File: config.mk
export PLATFORM = sky130hd
export DESIGN_NAME = thor2024_pc_gen
export DESIGN_NICKNAME = d
export VERILOG_FILES = /design/src/rtl/thor2024_pc_gen_pkg.sv /design/src/rtl/thor2024_pc_gen.sv
export SDC_FILE = /design/constraint.sdc
export NUM_CORES = 1
export LEC_CHECK = 0
export BUFFER_PORTS_ARGS = -buffer_cell sky130_fd_sc_hd__clkbuf_2
export CORE_MARGIN = 1
export CORE_UTILIZATION = 40
export DETAILED_ROUTE_END_ITERATION = 7
export PLACE_DENSITY = 0.74
export SKIP_LAST_GASP = 1
export SLEW_MARGIN = 15
export SYNTH_ARGS = -nofsm -noshare
export SYNTH_HDL_FRONTEND = slang
export SYNTH_SLANG_ARGS = --single-unit
File: constraint.sdc
create_clock -name clk -period 2.5 [get_ports clk]
set_input_delay 0.625 -clock clk [delete_from_list [all_inputs] [get_ports clk]]
set_output_delay 0.625 -clock clk [all_outputs]
set_load 0.005 [all_outputs]
File: src/rtl/thor2024_pc_gen_pkg.sv
// Shared types for the Thor2024 fetch-PC generator: address type, reset PC and FSM/action enums.
package Thor2024pkg;

    typedef logic [31:0] pc_address_t;

    localparam pc_address_t RSTPC = 32'hFFFD0000;

    typedef enum logic [1:0] {
        StRun,
        StMicro,
        StBoot
    } pc_state_e;

    typedef enum logic [1:0] {
        ActHold,
        ActStep,
        ActBack,
        ActMiss
    } pc_act_e;

    // One fetch-buffer group: slot A/B valid and backward-branch flags.
    typedef struct packed {
        logic valid;
        logic a;
        logic b;
        logic ba;
        logic bb;
    } fb_pair_t;

endpackage

File: src/rtl/thor2024_pc_gen.sv
// Fetch PC / micro-IP generator: selects between mispredict redirect, backward-branch
// reload and sequential/microcode advance each cycle.
module thor2024_pc_gen #(
    parameter int unsigned      PCW        = 32,
    parameter int unsigned      MCW        = 12,
    parameter int unsigned      NGRP       = 2,
    parameter logic [PCW-1:0]   RSTPC      = PCW'(32'hFFFD0000),
    parameter logic [PCW-1:0]   MC_RET_INC = PCW'(32'h5000)
) (
    input  logic                      clk,
    input  logic                      rst,
    input  logic                      irq,
    input  logic                      stall,
    input  logic                      hit,
    input  logic [PCW-1:0]            next_pc,
    input  logic                      micro_entry,
    input  logic [MCW-1:0]            micro_entry_ip,
    input  logic [MCW-1:0]            next_micro_ip,
    input  logic                      branchmiss,
    input  logic [PCW-1:0]            misspc,
    input  logic                      branchback,
    input  logic                      did_branchback,
    input  logic [PCW-1:0]            backpc,
    input  logic [MCW-1:0]            back_micro_ip,
    input  logic [$clog2(NGRP)-1:0]   fb_sel,
    input  logic [2*NGRP-1:0]         fb_v,
    input  logic [2*NGRP-1:0]         backbr,
    output logic [PCW-1:0]            pc,
    output logic [MCW-1:0]            micro_ip,
    output logic                      pc_v,
    output logic                      redirect
);

    import Thor2024pkg::*;

    pc_state_e      state_q, state_d;
    logic [PCW-1:0] pc_q, pc_d;
    logic [MCW-1:0] micro_ip_q, micro_ip_d;
    logic           redirect_q, redirect_d;

    pc_act_e        act;
    fb_pair_t       sel_pair;
    fb_pair_t       grp_pair;
    logic           any_empty;

    // Out-of-range group index yields valid=0, which the caller treats as hold.
    function automatic fb_pair_t thor2024_fb_pair(input logic [2*NGRP-1:0] v,
                                                  input logic [2*NGRP-1:0] bk,
                                                  input int unsigned       g);
        fb_pair_t p;
        p = '0;
        if (g < NGRP) begin
            p.valid = 1'b1;
            p.a     = v[2*g];
            p.b     = v[2*g+1];
            p.ba    = bk[2*g];
            p.bb    = bk[2*g+1];
        end
        return p;
    endfunction

    always_comb begin
        act       = ActHold;
        sel_pair  = thor2024_fb_pair(fb_v, backbr, int'(unsigned'(fb_sel)));
        grp_pair  = '0;
        any_empty = 1'b0;
        for (int unsigned g = 0; g < NGRP; g++) begin
            grp_pair = thor2024_fb_pair(fb_v, backbr, g);
            if (!grp_pair.a && !grp_pair.b) any_empty = 1'b1;
        end

        if (state_q != StBoot) begin
            if (branchmiss) begin
                act = ActMiss;
            end else if (branchback) begin
                if (sel_pair.valid) begin
                    case ({sel_pair.a, sel_pair.b})
                        2'b01:   act = sel_pair.bb ? ActStep : ActHold;
                        2'b10:   act = sel_pair.ba ? ActStep : ActHold;
                        2'b11: begin
                            if (sel_pair.ba)      act = ActBack;
                            else if (sel_pair.bb) act = did_branchback ? ActStep : ActBack;
                            else                  act = ActHold;
                        end
                        default: act = ActHold;
                    endcase
                end
            end else if (any_empty) begin
                act = ActStep;
            end
        end
    end

    always_comb begin
        state_d    = state_q;
        pc_d       = pc_q;
        micro_ip_d = micro_ip_q;
        redirect_d = 1'b0;

        if (state_q == StBoot) begin
            state_d = StRun;
        end

        unique case (act)
            ActMiss: begin
                pc_d       = misspc;
                micro_ip_d = '0;
                state_d    = StRun;
                redirect_d = 1'b1;
            end
            ActBack: begin
                pc_d       = backpc;
                micro_ip_d = back_micro_ip;
                state_d    = (back_micro_ip != '0) ? StMicro : StRun;
                redirect_d = 1'b1;
            end
            ActStep: begin
                if (!irq && !stall) begin
                    if (state_q == StRun) begin
                        if (hit) begin
                            if (micro_entry) begin
                                micro_ip_d = micro_entry_ip;
                                state_d    = StMicro;
                            end else begin
                                pc_d = next_pc;
                            end
                        end
                    end else if (state_q == StMicro) begin
                        if (next_micro_ip != '0) begin
                            micro_ip_d = next_micro_ip;
                        end else begin
                            pc_d       = pc_q + MC_RET_INC;
                            micro_ip_d = '0;
                            state_d    = StRun;
                        end
                    end
                end
            end
            default: ;
        endcase
    end

    always_ff @(posedge clk) begin
        if (rst) begin
            state_q    <= StBoot;
            pc_q       <= RSTPC;
            micro_ip_q <= '0;
            redirect_q <= 1'b0;
        end else begin
            state_q    <= state_d;
            pc_q       <= pc_d;
            micro_ip_q <= micro_ip_d;
            redirect_q <= redirect_d;
        end
    end

    assign pc       = pc_q;
    assign micro_ip = micro_ip_q;
    assign pc_v     = (state_q != StBoot);
    assign redirect = redirect_q;

endmodule

Word level (Yosys, flattened, before mapping)
Index checks and enable logic that the tools add are counted.

storage, ports and cells
  register bits = 47
  input bits = 150
  output and inout bits = 46
  logic and storage cells = 83

cells by class
  add/sub/neg operators = 2
  order comparisons = 2
  eq/ne operators = 15
  multiplexer cells = 44
  reductions and logical operators = 16

operators by type and width
  kind                                                 count
  2-to-1 mux 32 bit                                    6
  one-hot mux 32 bit (3 select lines)                  1
  2-to-1 mux 12 bit                                    6
  one-hot mux 12 bit (3 select lines)                  1
  adder 32 x 15 -> 32 bit, second input constant       1
  2-to-1 mux 2 bit                                     13
  nonzero test 12 bit                                  2
  inequality test 3 bit, second input constant         5
  2-to-1 mux 1 bit                                     13
  one-hot mux 2 bit (3 select lines)                   2
  equality test 2 bit, second input constant           5
  equality test 2 x 1 -> 1 bit, second input constant  3
  logical NOT 1 bit                                    6
  AND reduction 6 bit                                  1
  AND reduction 5 bit                                  1
  binary-select mux 1 bit (select 2 bit)               2
  inequality test 2 bit, second input constant         2
  adder 2 x 1 -> 3 bit, second input constant          1
  logical AND 1 bit                                    3
  < comparator 2 x 3 -> 1 bit, second input constant   1
  < comparator 3 bit, second input constant            1
  nonzero test 3 bit                                   1
  logical NOT 2 bit                                    1
  OR reduction 2 bit                                   1

Depth between registers and ports, before layout
Gate-level depths: netlist of the first run.

  word-level depth = 12
  mapped depth = 10
  mapped depth without buffers = 7

Worst setup path before layout of the first run
No wires, ideal clock.

  path type = in2reg
  start = in fb_v[3]
  end = reg pc_q[26] (netlist: pc[26])
  setup time = 0.127 ns
  data arrival time = 2.207 ns
  required time = 2.373 ns
  path slack = 0.166 ns
  stages on the path = 8
  buffers on the path = 2
  cell sequence = a22o_1 > o22a_1 > a311o_1 > buf_4 > a32o_1 > buf_4 > nor3_1 > a31oi_1

on the way
  cells in the longest elaborated chain, start to end = 10
  elaborated cells on any way between the ends = 24
  classes of those cells = 11 x eq/ne; 9 x mux; 4 x reduce/logical

ends and longest elaborated chain
  element                                                                             RTL line                                      RTL
  from (decl)                                                                         thor2024_pc_gen.sv:26                         input logic [2*NGRP-1:0] fb_v,
  binary-select mux 1 bit (select 2 bit) / logical NOT 1 bit (equally long branches)  thor2024_pc_gen.sv:55, thor2024_pc_gen.sv:69
  2-to-1 mux 1 bit (not written as such) / logical AND 1 bit (equally long branches)  thor2024_pc_gen.sv:55, thor2024_pc_gen.sv:69
  equality test 2 bit (tied with other cells)                                         thor2024_pc_gen.sv:77                         case ({sel_pair.a, sel_pair.b})
  one-hot mux 2 bit (3 select lines) / 2-to-1 mux 1 bit (equally long branches)       thor2024_pc_gen.sv:77, thor2024_pc_gen.sv:88
  2-to-1 mux 2 bit *                                                                  thor2024_pc_gen.sv:75                         end else if (branchback) begin
  2-to-1 mux 2 bit *                                                                  thor2024_pc_gen.sv:73                         if (branchmiss) begin
  2-to-1 mux 2 bit *                                                                  thor2024_pc_gen.sv:72                         if (state_q != StBoot) begin
  equality test 2 x 1 -> 1 bit / equality test 2 bit (equally long branches)          thor2024_pc_gen.sv:104                        unique case (act)
  inequality test 3 bit (no source line) (tied with other cells)                      --
  AND reduction 6 bit (no source line)                                                --
  to (signal assigned)                                                                thor2024_pc_gen.sv:151                        pc_q <= pc_d;
  to (decl)                                                                           thor2024_pc_gen.sv:37                         logic [PCW-1:0] pc_q, pc_d;

Every way passes the cells marked *; elsewhere a longest branch is shown, timed or not. The select of a mux whose other input is x is not followed.
A chain may end at the register's enable or synchronous reset.

Final worst setup path of the first run
  start = in fb_sel
  end = reg micro_ip_q[9] (netlist: micro_ip[9])

on the way
  cells in the longest elaborated chain, start to end = 12
  elaborated cells on any way between the ends = 30
  classes of those cells = 1 x add/sub; 10 x eq/ne; 17 x mux; 2 x reduce/logical

ends and longest elaborated chain
  element                                                                     RTL line                                      RTL
  from (decl)                                                                 thor2024_pc_gen.sv:25                         input logic [$clog2(NGRP)-1:0] fb_sel,
  adder 2 x 1 -> 3 bit                                                        thor2024_pc_gen.sv:55, thor2024_pc_gen.sv:57
  binary-select mux 1 bit (select 2 bit)                                      thor2024_pc_gen.sv:57                         p.bb = bk[2*g+1];
  2-to-1 mux 1 bit (not written as such)                                      thor2024_pc_gen.sv:57
  2-to-1 mux 2 bit                                                            thor2024_pc_gen.sv:82                         else if (sel_pair.bb) act = did_branchback ? ActStep : ActBack;
  2-to-1 mux 2 bit                                                            thor2024_pc_gen.sv:81                         if (sel_pair.ba) act = ActBack;
  one-hot mux 2 bit (3 select lines) *                                        thor2024_pc_gen.sv:77
  2-to-1 mux 2 bit *                                                          thor2024_pc_gen.sv:75
  2-to-1 mux 2 bit *                                                          thor2024_pc_gen.sv:73
  2-to-1 mux 2 bit *                                                          thor2024_pc_gen.sv:72
  equality test 2 x 1 -> 1 bit / equality test 2 bit (equally long branches)  thor2024_pc_gen.sv:104
  inequality test 3 bit (no source line) (tied with other cells)              --
  AND reduction 5 bit (no source line)                                        --
  to (signal assigned)                                                        thor2024_pc_gen.sv:152                        micro_ip_q <= micro_ip_d;
  to (decl)                                                                   thor2024_pc_gen.sv:38                         logic [MCW-1:0] micro_ip_q, micro_ip_d;

Marked as above.

==> results of run 1 <==
[final cells by class]
type	instances	area, sq um	share of cell area
Multi-Input combinational cell	343	2230	0.465
Timing Repair Buffer	243	1360	0.283
Sequential cell	47	941	0.196
Tap cell	105	131	0.0273
Clock buffer	7	96.3	0.0200
Inverter	9	33.8	0.00703
Clock inverter	1	7.51	0.00156
[worst min-delay path: stages (launching register included)]
cell and delay (ns):
dfxtp_1 0.32, nand2_1 0.05, o22ai_1 0.07
[metrics by stage]
stage | hold slack [ns] | std cells | util | total power [mW]
floorplan | 0.463 | 434 | - | 1.26
global placement | 0.464 | 747 | 0.575 | 1.60
detailed placement | 0.466 | 747 | 0.575 | 1.62
CTS | 0.484 | 755 | 0.587 | 2.13
global route | 0.502 | 755 | 0.588 | 2.25
finish | 0.483 | 755 | 0.588 | 2.15
[synthesized netlist by cell type, drive strengths merged, types with 2 or more instances]
cell type	n	area [sq um]
nand2	62	233
dfxtp	47	941
a21oi	29	149
nor2	29	114
nor3	19	95.1
buf	18	108
o21ai	18	90.1
clkbuf	17	63.8
a32o	16	160
o31ai	16	125
a31oi	15	100
a222oi	14	140
mux2i	11	110
inv	9	33.8
a221oi	8	70.1
xnor2	8	70.1
nand3	7	35.0
nand4	6	37.5
nor4	6	37.5
a21o	5	37.5
and3	5	31.3
nand2b	5	31.3
o22ai	5	31.3
xor2	5	43.8
a22oi	4	30.0
and2	4	25.0
o2111ai	4	35.0
a211o	3	26.3
nor2b	3	18.8
o32ai	3	26.3
a2111oi	2	17.5
a221o	2	20.0
a22o	2	18.8
a32oi	2	36.3
nand4b	2	17.5
nor3b	2	15.0
nor4b	2	23.8
o22a	2	17.5
or2	2	12.5
or3	2	12.5
[cells by family (layout without fill, tap and decap cells)]
| logic type | after synthesis | count (layout) | synth area share |
|---|---|---|---|
| AO/OA/AOI/OAI | 160 | 160 | 0.366 |
| AND/OR/NAND/NOR | 158 | 158 | 0.225 |
| flip-flops | 47 | 47 | 0.279 |
| buffers and inverters | 44 | 260 | 0.0608 |
| XOR/XNOR | 13 | 13 | 0.0337 |
| multiplexers | 11 | 11 | 0.0326 |
| adder cells (fa/ha/maj) | 1 | 1 | 0.00370 |
[sequential cells by signal, summed over array words and instances, names as in the netlist]
signal    count
pc           32
micro_ip     12
state_q       2
redirect      1
[worst max-delay path by stage]
stage             from                        to  slack [ns]  depth (start not counted)
6_report        fb_sel  micro_ip[9]$_SDFFE_PP0P_        0.09                         11
3_3_place_gp    fb_sel       pc[25]$_SDFFE_PP1P_       -0.13                          7
5_1_grt         fb_sel  micro_ip[8]$_SDFFE_PP0P_       0.003                          8
2_1_floorplan  fb_v[3]       pc[26]$_SDFFE_PP1P_        0.17                          8
4_1_cts         fb_sel       pc[26]$_SDFFE_PP1P_        0.04                          7
3_5_place_dp    fb_sel       pc[26]$_SDFFE_PP1P_       -0.28                          7
[repair_timing]
action / in CTS / in global routing
resized for setup: 0 / 2
endpoints found under the setup margin: 0 / 17
endpoints found under the hold margin: 0 / 0
[layer usage]
metal,vias up,GRT usage
met1,2089,0.346
met3,31,0.0704
met2,270,0.519
li1,2123,-
met5,-,0
met4,0,0.0987
[cell usage in the layout, fill, tap and decap left out, drive strengths merged, types with 3 or more instances in the layout]
master,instances
clkbuf,202
nand2,62
buf,48
dfxtp,47
a21oi,29
nor2,29
nor3,19
o21ai,18
a32o,16
o31ai,16
a31oi,15
a222oi,14
mux2i,11
inv,9
xnor2,8
a221oi,8
nand3,7
nand4,6
nor4,6
nand2b,5
o22ai,5
and3,5
a21o,5
xor2,5
and2,4
a22oi,4
o2111ai,4
nor2b,3
a211o,3
o32ai,3
[power by group through the flow]
stage	sequential (mW)	combinational (mW)	clock, mW
after global placement	0.886	0.716	0
after CTS	0.870	0.737	0.528
final	0.872	0.747	0.528
after floorplan	0.878	0.385	0
after global routing	0.879	0.807	0.565
after detailed placement	0.886	0.733	0
==> impl_metrics.py, run 1 <==
metrics = {
    "detailed_routing": {
        "wl_per_cell_um": 17.7,
        "met1Wirelength_um": 5320,
        "first_pass_iters": 5,
        "top_layer_used": "met4",
        "num_vias": 4513,
        "dr_wl_met3_um": 1320,
        "routed_wl_um": 13400,
        "detail-route-antenna-nets": 0,
        "route.met2.wl_um": 6450,
        "drt_iter0_drc": 388,
        "viasPerCell": 5.98,
        "route.detailed.drc": 0,
    },
    "min_path": {
        "min_from": "micro_ip[9]$_SDFFE_PP0P_",
        "min_to": "micro_ip[9]$_SDFFE_PP0P_",
        "hold_depth": 2,
        "hold_class": "reg2reg",
    },
    "yosys": {
        "yosysWarnings": 0,
        "netlist_instances": 434,
        "ys_seq_elements": 47,
        "yosysSeqAreaShare": 0.279,
        "syn_nets": 585,
        "synth_flop_cell": "dfxtp_1",
        "async_flop_share": 0,
        "synth_edf_count": 0,
        "syn_area_per_cell_sq_um": 7.78,
        "synthesis.area_sq_mm": 0.00338,
        "ys_types": 66,
    },
    "pwr": {
        "ir_drop_mv": 0.223,
        "p_per_area_mw_per_mm2": 447,
        "p_sw_frac": 0.341,
        "p_leak_nw": 2.25,
        "power_frac_seq": 0.406,
        "pwr-share-clk": 0.246,
        "p_int_mw": 1.41,
        "p_comb_frac": 0.348,
        "p_sw_uw": 732,
    },
    "worst_setup_path": {
        "path_class": "in2reg",
        "startpoint_type": "input pin",
        "ff2ff_path_depth": 8,
        "crit_slowest_cell": "and2_1",
        "cp_cell_sequence": "clkbuf_2 -> nand4b_1 -> buf_4 -> buf_4 -> a21oi_1 -> buf_4 -> and2_1 -> buf_4 -> a32o_1 -> nand2_1 -> o22ai_1",
        "crit_family": "buffers and inverters",
        "arrival_ns": 2.64,
        "required_ns": 2.73,
        "cp.buffers_inverters": 5,
        "max_stage_delay_ns": 0.37,
        "worstPathMaxFanout": 9,
        "r2r_slack_ns": 0.35,
        "timing.rr.end": "pc[13]$_SDFFE_PP0P_",
        "endpoint_kind": "flop",
        "crit_path_frequent_cell": "buf_4",
        "r2r-start": "state_q[1]$_SDFF_PP1_",
    },
    "clock_tree": {
        "clock_sinks": 47,
        "insertion_delay_ns": 0.31,
        "holdBufCountCts": 0,
        "cts_root_buf": "clkbuf_8",
        "clk_path_buf_depth": 2,
        "cts_buffers": 5,
        "cts_tree": "done",
        "cts.clk_slew.worst_paths_ns": 0.09,
        "cts_setup_buffers": 0,
        "cts_max_level": 2,
    },
    "cells_and_area": {
        "syn2layout_area_growth_pct": 42.3,
        "fillers": 759,
        "drive_above_1_share": 0.406,
        "antenna_cells": 0,
        "final_nets": 800,
        "fin_area_sq_mm": 0.00481,
    },
    "sta": {
        "finalSetupViolCount": 0,
        "worst_slack_ns": 0.0905,
        "maxSlewViolCount": 0,
        "skew_ns": 0.00890,
        "hold_viol_final": 0,
        "tightest_slew_ns": 0.542,
        "rsz0062_at_grt": "false",
        "fin_tns_setup_ns": 0,
        "max_freq_mhz": 415,
        "min_period_ns": 2.41,
        "max_slew_margin": 0.638,
        "finalCritPeriodShare": 0.964,
    },
    "global_routing": {
        "grt_pass1_wl_um": 20200,
        "grt-ovfl-total": 0,
        "grt_max_degree": 27,
        "grt_pass1_vias": 4282,
        "antenna_found_initial": 0,
        "grt_usage": 0.294,
    },
    "placement": {
        "place_worst_setup_slack_ns": -0.284,
        "placed_area_sq_mm": 0.00470,
        "io_buffers": 195,
        "hpwl_um": 10500,
        "routabilityCongestion": 0.906,
    },
    "outcome": {
        "run_status": "finished clean",
    },
    "floorplanning": {
        "fp-row-count": 33,
        "die_x_um": 93.9,
        "core-area_sq_mm": 0.00818,
        "die_area_sq_mm": 0.00881,
        "initial_core_util": 0.413,
        "die_h_um": 93.9,
        "ios": 196,
    },
    "flow_run": {
        "maxCapViolations": 0,
    },
}
Power figures use the tool's default switching activity.
==> run 2, diff against run 1 <==
ABC_AREA = 1   (was default)
PLACE_DENSITY = 0.71   (was 0.74)
==> impl_metrics.py, run 2 <==
metrics = {
    "cells_and_area": {
        "fin_area_sq_mm": 0.00519,
        "syn2layout_area_growth_pct": 28.8,
        "final_nets": 1048,
        "largest_reg_flops": 32,
        "fillers": 1072,
        "regArea_sq_um": 941,
        "final_cell_mix": "277 x nand2_1, 195 x clkbuf_2, 94 x nor2_1",
        "drive_above_1_share": 0.285,
        "multi_input_area_sq_mm": 0.00257,
        "antenna_cells": 0,
        "final_common_cell": "nand2_1",
    },
    "flow_run": {
        "maxCapViolations": 0,
    },
    "sta": {
        "worst_slack_ns": 0.408,
        "max_slew_margin": 0.645,
        "tightest_slew_ns": 0.533,
        "fin_tns_setup_ns": 0,
        "finalCritPeriodShare": 0.837,
        "maxSlewViolCount": 0,
        "max_freq_mhz": 478,
        "finalSetupViolCount": 0,
        "hold_viol_final": 0,
        "rsz0062_at_grt": "false",
        "skew_ns": 0.00854,
        "min_period_ns": 2.09,
    },
    "placement": {
        "hpwl_um": 9920,
        "place_worst_setup_slack_ns": 0.0734,
        "io_buffers": 195,
        "placed_area_sq_mm": 0.00510,
        "routabilityCongestion": 0.876,
    },
    "floorplanning": {
        "die_x_um": 102,
        "die_area_sq_mm": 0.0105,
        "fp-row-count": 36,
        "core-area_sq_mm": 0.00977,
        "ios": 196,
        "die_h_um": 102,
        "initial_core_util": 0.412,
    },
    "pwr": {
        "p_comb_frac": 0.416,
        "ir_drop_mv": 0.267,
        "p_sw_uw": 963,
        "power_frac_seq": 0.385,
        "p_leak_nw": 2.90,
        "p_per_area_mw_per_mm2": 466,
        "p_sw_frac": 0.398,
        "p_total_mw": 2.42,
        "p_int_mw": 1.46,
        "pwr-share-clk": 0.199,
    },
    "worst_setup_path": {
        "endpoint_kind": "flop",
        "required_ns": 2.74,
        "startpoint_type": "input pin",
        "max_stage_delay_ns": 0.30,
        "cp_cell_sequence": "clkbuf_2 -> inv_6 -> nand2_2 -> nand2_2 -> inv_2 -> nor2_4 -> nand2_1 -> nand2_2 -> nand2_2 -> buf_4 -> nand3_4 -> inv_4 -> nand2_1 -> nand2_1 -> nor2_1 -> nor2_1",
        "timing.rr.end": "pc[30]$_SDFFE_PP1P_",
        "crit_path_frequent_cell": "nand2_2",
        "worstPathMaxFanout": 24,
        "arrival_ns": 2.34,
        "ff2ff_path_depth": 12,
        "r2r-start": "pc[13]$_SDFFE_PP0P_",
        "crit_slowest_cell": "inv_4",
        "worstSetupStartpoint": "fb_sel",
        "r2r_slack_ns": 0.50,
        "path_class": "in2reg",
    },
    "clock_tree": {
        "insertion_delay_ns": 0.31,
        "cts_setup_buffers": 0,
        "cts_root_buf": "clkbuf_8",
        "holdBufCountCts": 0,
        "clk_path_buf_depth": 2,
        "cts_max_level": 2,
        "cts.clk_slew.worst_paths_ns": 0.09,
        "post_cts_resized": 0,
        "cts_tree": "done",
        "clock_sinks": 47,
        "cts_buffers": 5,
    },
    "detailed_routing": {
        "num_vias": 5004,
        "viasPerCell": 4.85,
        "drt_iter0_drc": 216,
        "route.detailed.drc": 0,
        "first_pass_iters": 5,
        "detail-route-antenna-nets": 0,
        "routed_wl_um": 12700,
        "wl_per_cell_um": 12.3,
    },
    "min_path": {
        "min_from": "micro_ip[0]$_SDFFE_PP0P_",
        "hold_depth": 4,
        "min_to": "micro_ip[0]$_SDFFE_PP0P_",
        "hold_class": "reg2reg",
    },
    "yosys": {
        "synth_area_leaders": "nand2_1 26%, dfxtp_1 23%, nand3_1 11%",
        "syn_nets": 866,
        "yosysTopAreaCell": "nand2_1",
        "synth_flop_cell": "dfxtp_1",
        "ys_types": 37,
        "synth_edf_count": 0,
        "yosysMostFrequentCell": "nand2_1",
        "synthesis.area_sq_mm": 0.00403,
        "yosysSeqAreaShare": 0.233,
        "ys_seq_elements": 47,
        "syn_area_per_cell_sq_um": 5.64,
        "yosysWarnings": 0,
        "synth_top_cell_area_share": 0.258,
        "netlist_instances": 715,
        "async_flop_share": 0,
        "synthTopCellsByCount": "277 x nand2_1, 95 x nor2_1, 87 x nand3_1",
    },
    "global_routing": {
        "grt_pass1_wl_um": 19900,
        "grt_usage": 0.241,
        "grt-ovfl-total": 0,
        "grt_max_degree": 26,
        "antenna_found_initial": 0,
        "grt_pass1_vias": 4268,
    },
    "outcome": {
        "run_status": "finished clean",
    },
}
==> run 2: worst max-delay path: cells and delay by family <==
kind / cells / cell delay, ns
buf+inv: 5 / 0.80
simple gates: 11 / 0.90
==> run 2: per-layer routing <==
layer | routed length (um) | track usage | part of all wire | vias to the layer above
met5 | 0 | 0 | 0 | -
met4 | 148 | 0.0571 | 0.012 | 0
met3 | 961 | 0.0301 | 0.076 | 13
met2 | 5790 | 0.417 | 0.45 | 193
met1 | 5830 | 0.318 | 0.46 | 2169
li1 | - | - | - | 2629
==> run 2: area by class of cell <==
cell class	count	area share
Clock inverter	3	0.00386
Inverter	70	0.0525
Multi-Input combinational cell	561	0.495
Sequential cell	47	0.181
Clock buffer	5	0.0133
Tap cell	133	0.0321
Timing Repair Buffer	212	0.222
==> run 2: worst max-delay path by stage <==
stage	slack [ns]	depth (start not counted)	endpoint
floorplan	0.44	15	pc[22]$_SDFFE_PP1P_
global placement	0.14	15	pc[22]$_SDFFE_PP1P_
detailed placement	0.07	17	micro_ip[10]$_SDFFE_PP0P_
CTS	0.41	17	micro_ip[10]$_SDFFE_PP0P_
global route	0.19	17	micro_ip[3]$_SDFFE_PP0P_
finish	0.41	16	micro_ip[3]$_SDFFE_PP0P_
==> run 2: cells by family (layout without fill, tap and decap cells) <==
group                    Yosys count  in the layout  share of synthesized area
AO/OA/AOI/OAI                     51             51                     0.0770
XOR/XNOR                           2              2                    0.00435
adder cells (fa/ha/maj)            1              1                    0.00310
buffers and inverters            107            290                      0.131
flip-flops                        47             47                      0.233
AND/OR/NAND/NOR                  507            507                      0.551
==> run 2: power groups by stage <==
stage	Combinational [mW]	Sequential, mW	Clock, mW
after floorplan	0.659	0.937	0
after global placement	0.999	0.946	0
after detailed placement	1.00	0.946	0
after CTS	1.01	0.929	0.501
after global routing	1.15	0.945	0.535
final	1.01	0.931	0.481
==> run 2: through the flow <==
step	cells	utilization	hold slack, ns
after floorplan	715	-	0.474
after global placement	1023	0.522	0.504
after detailed placement	1023	0.522	0.503
after CTS	1031	0.531	0.519
after global routing	1031	0.531	0.553
final	1031	0.531	0.515
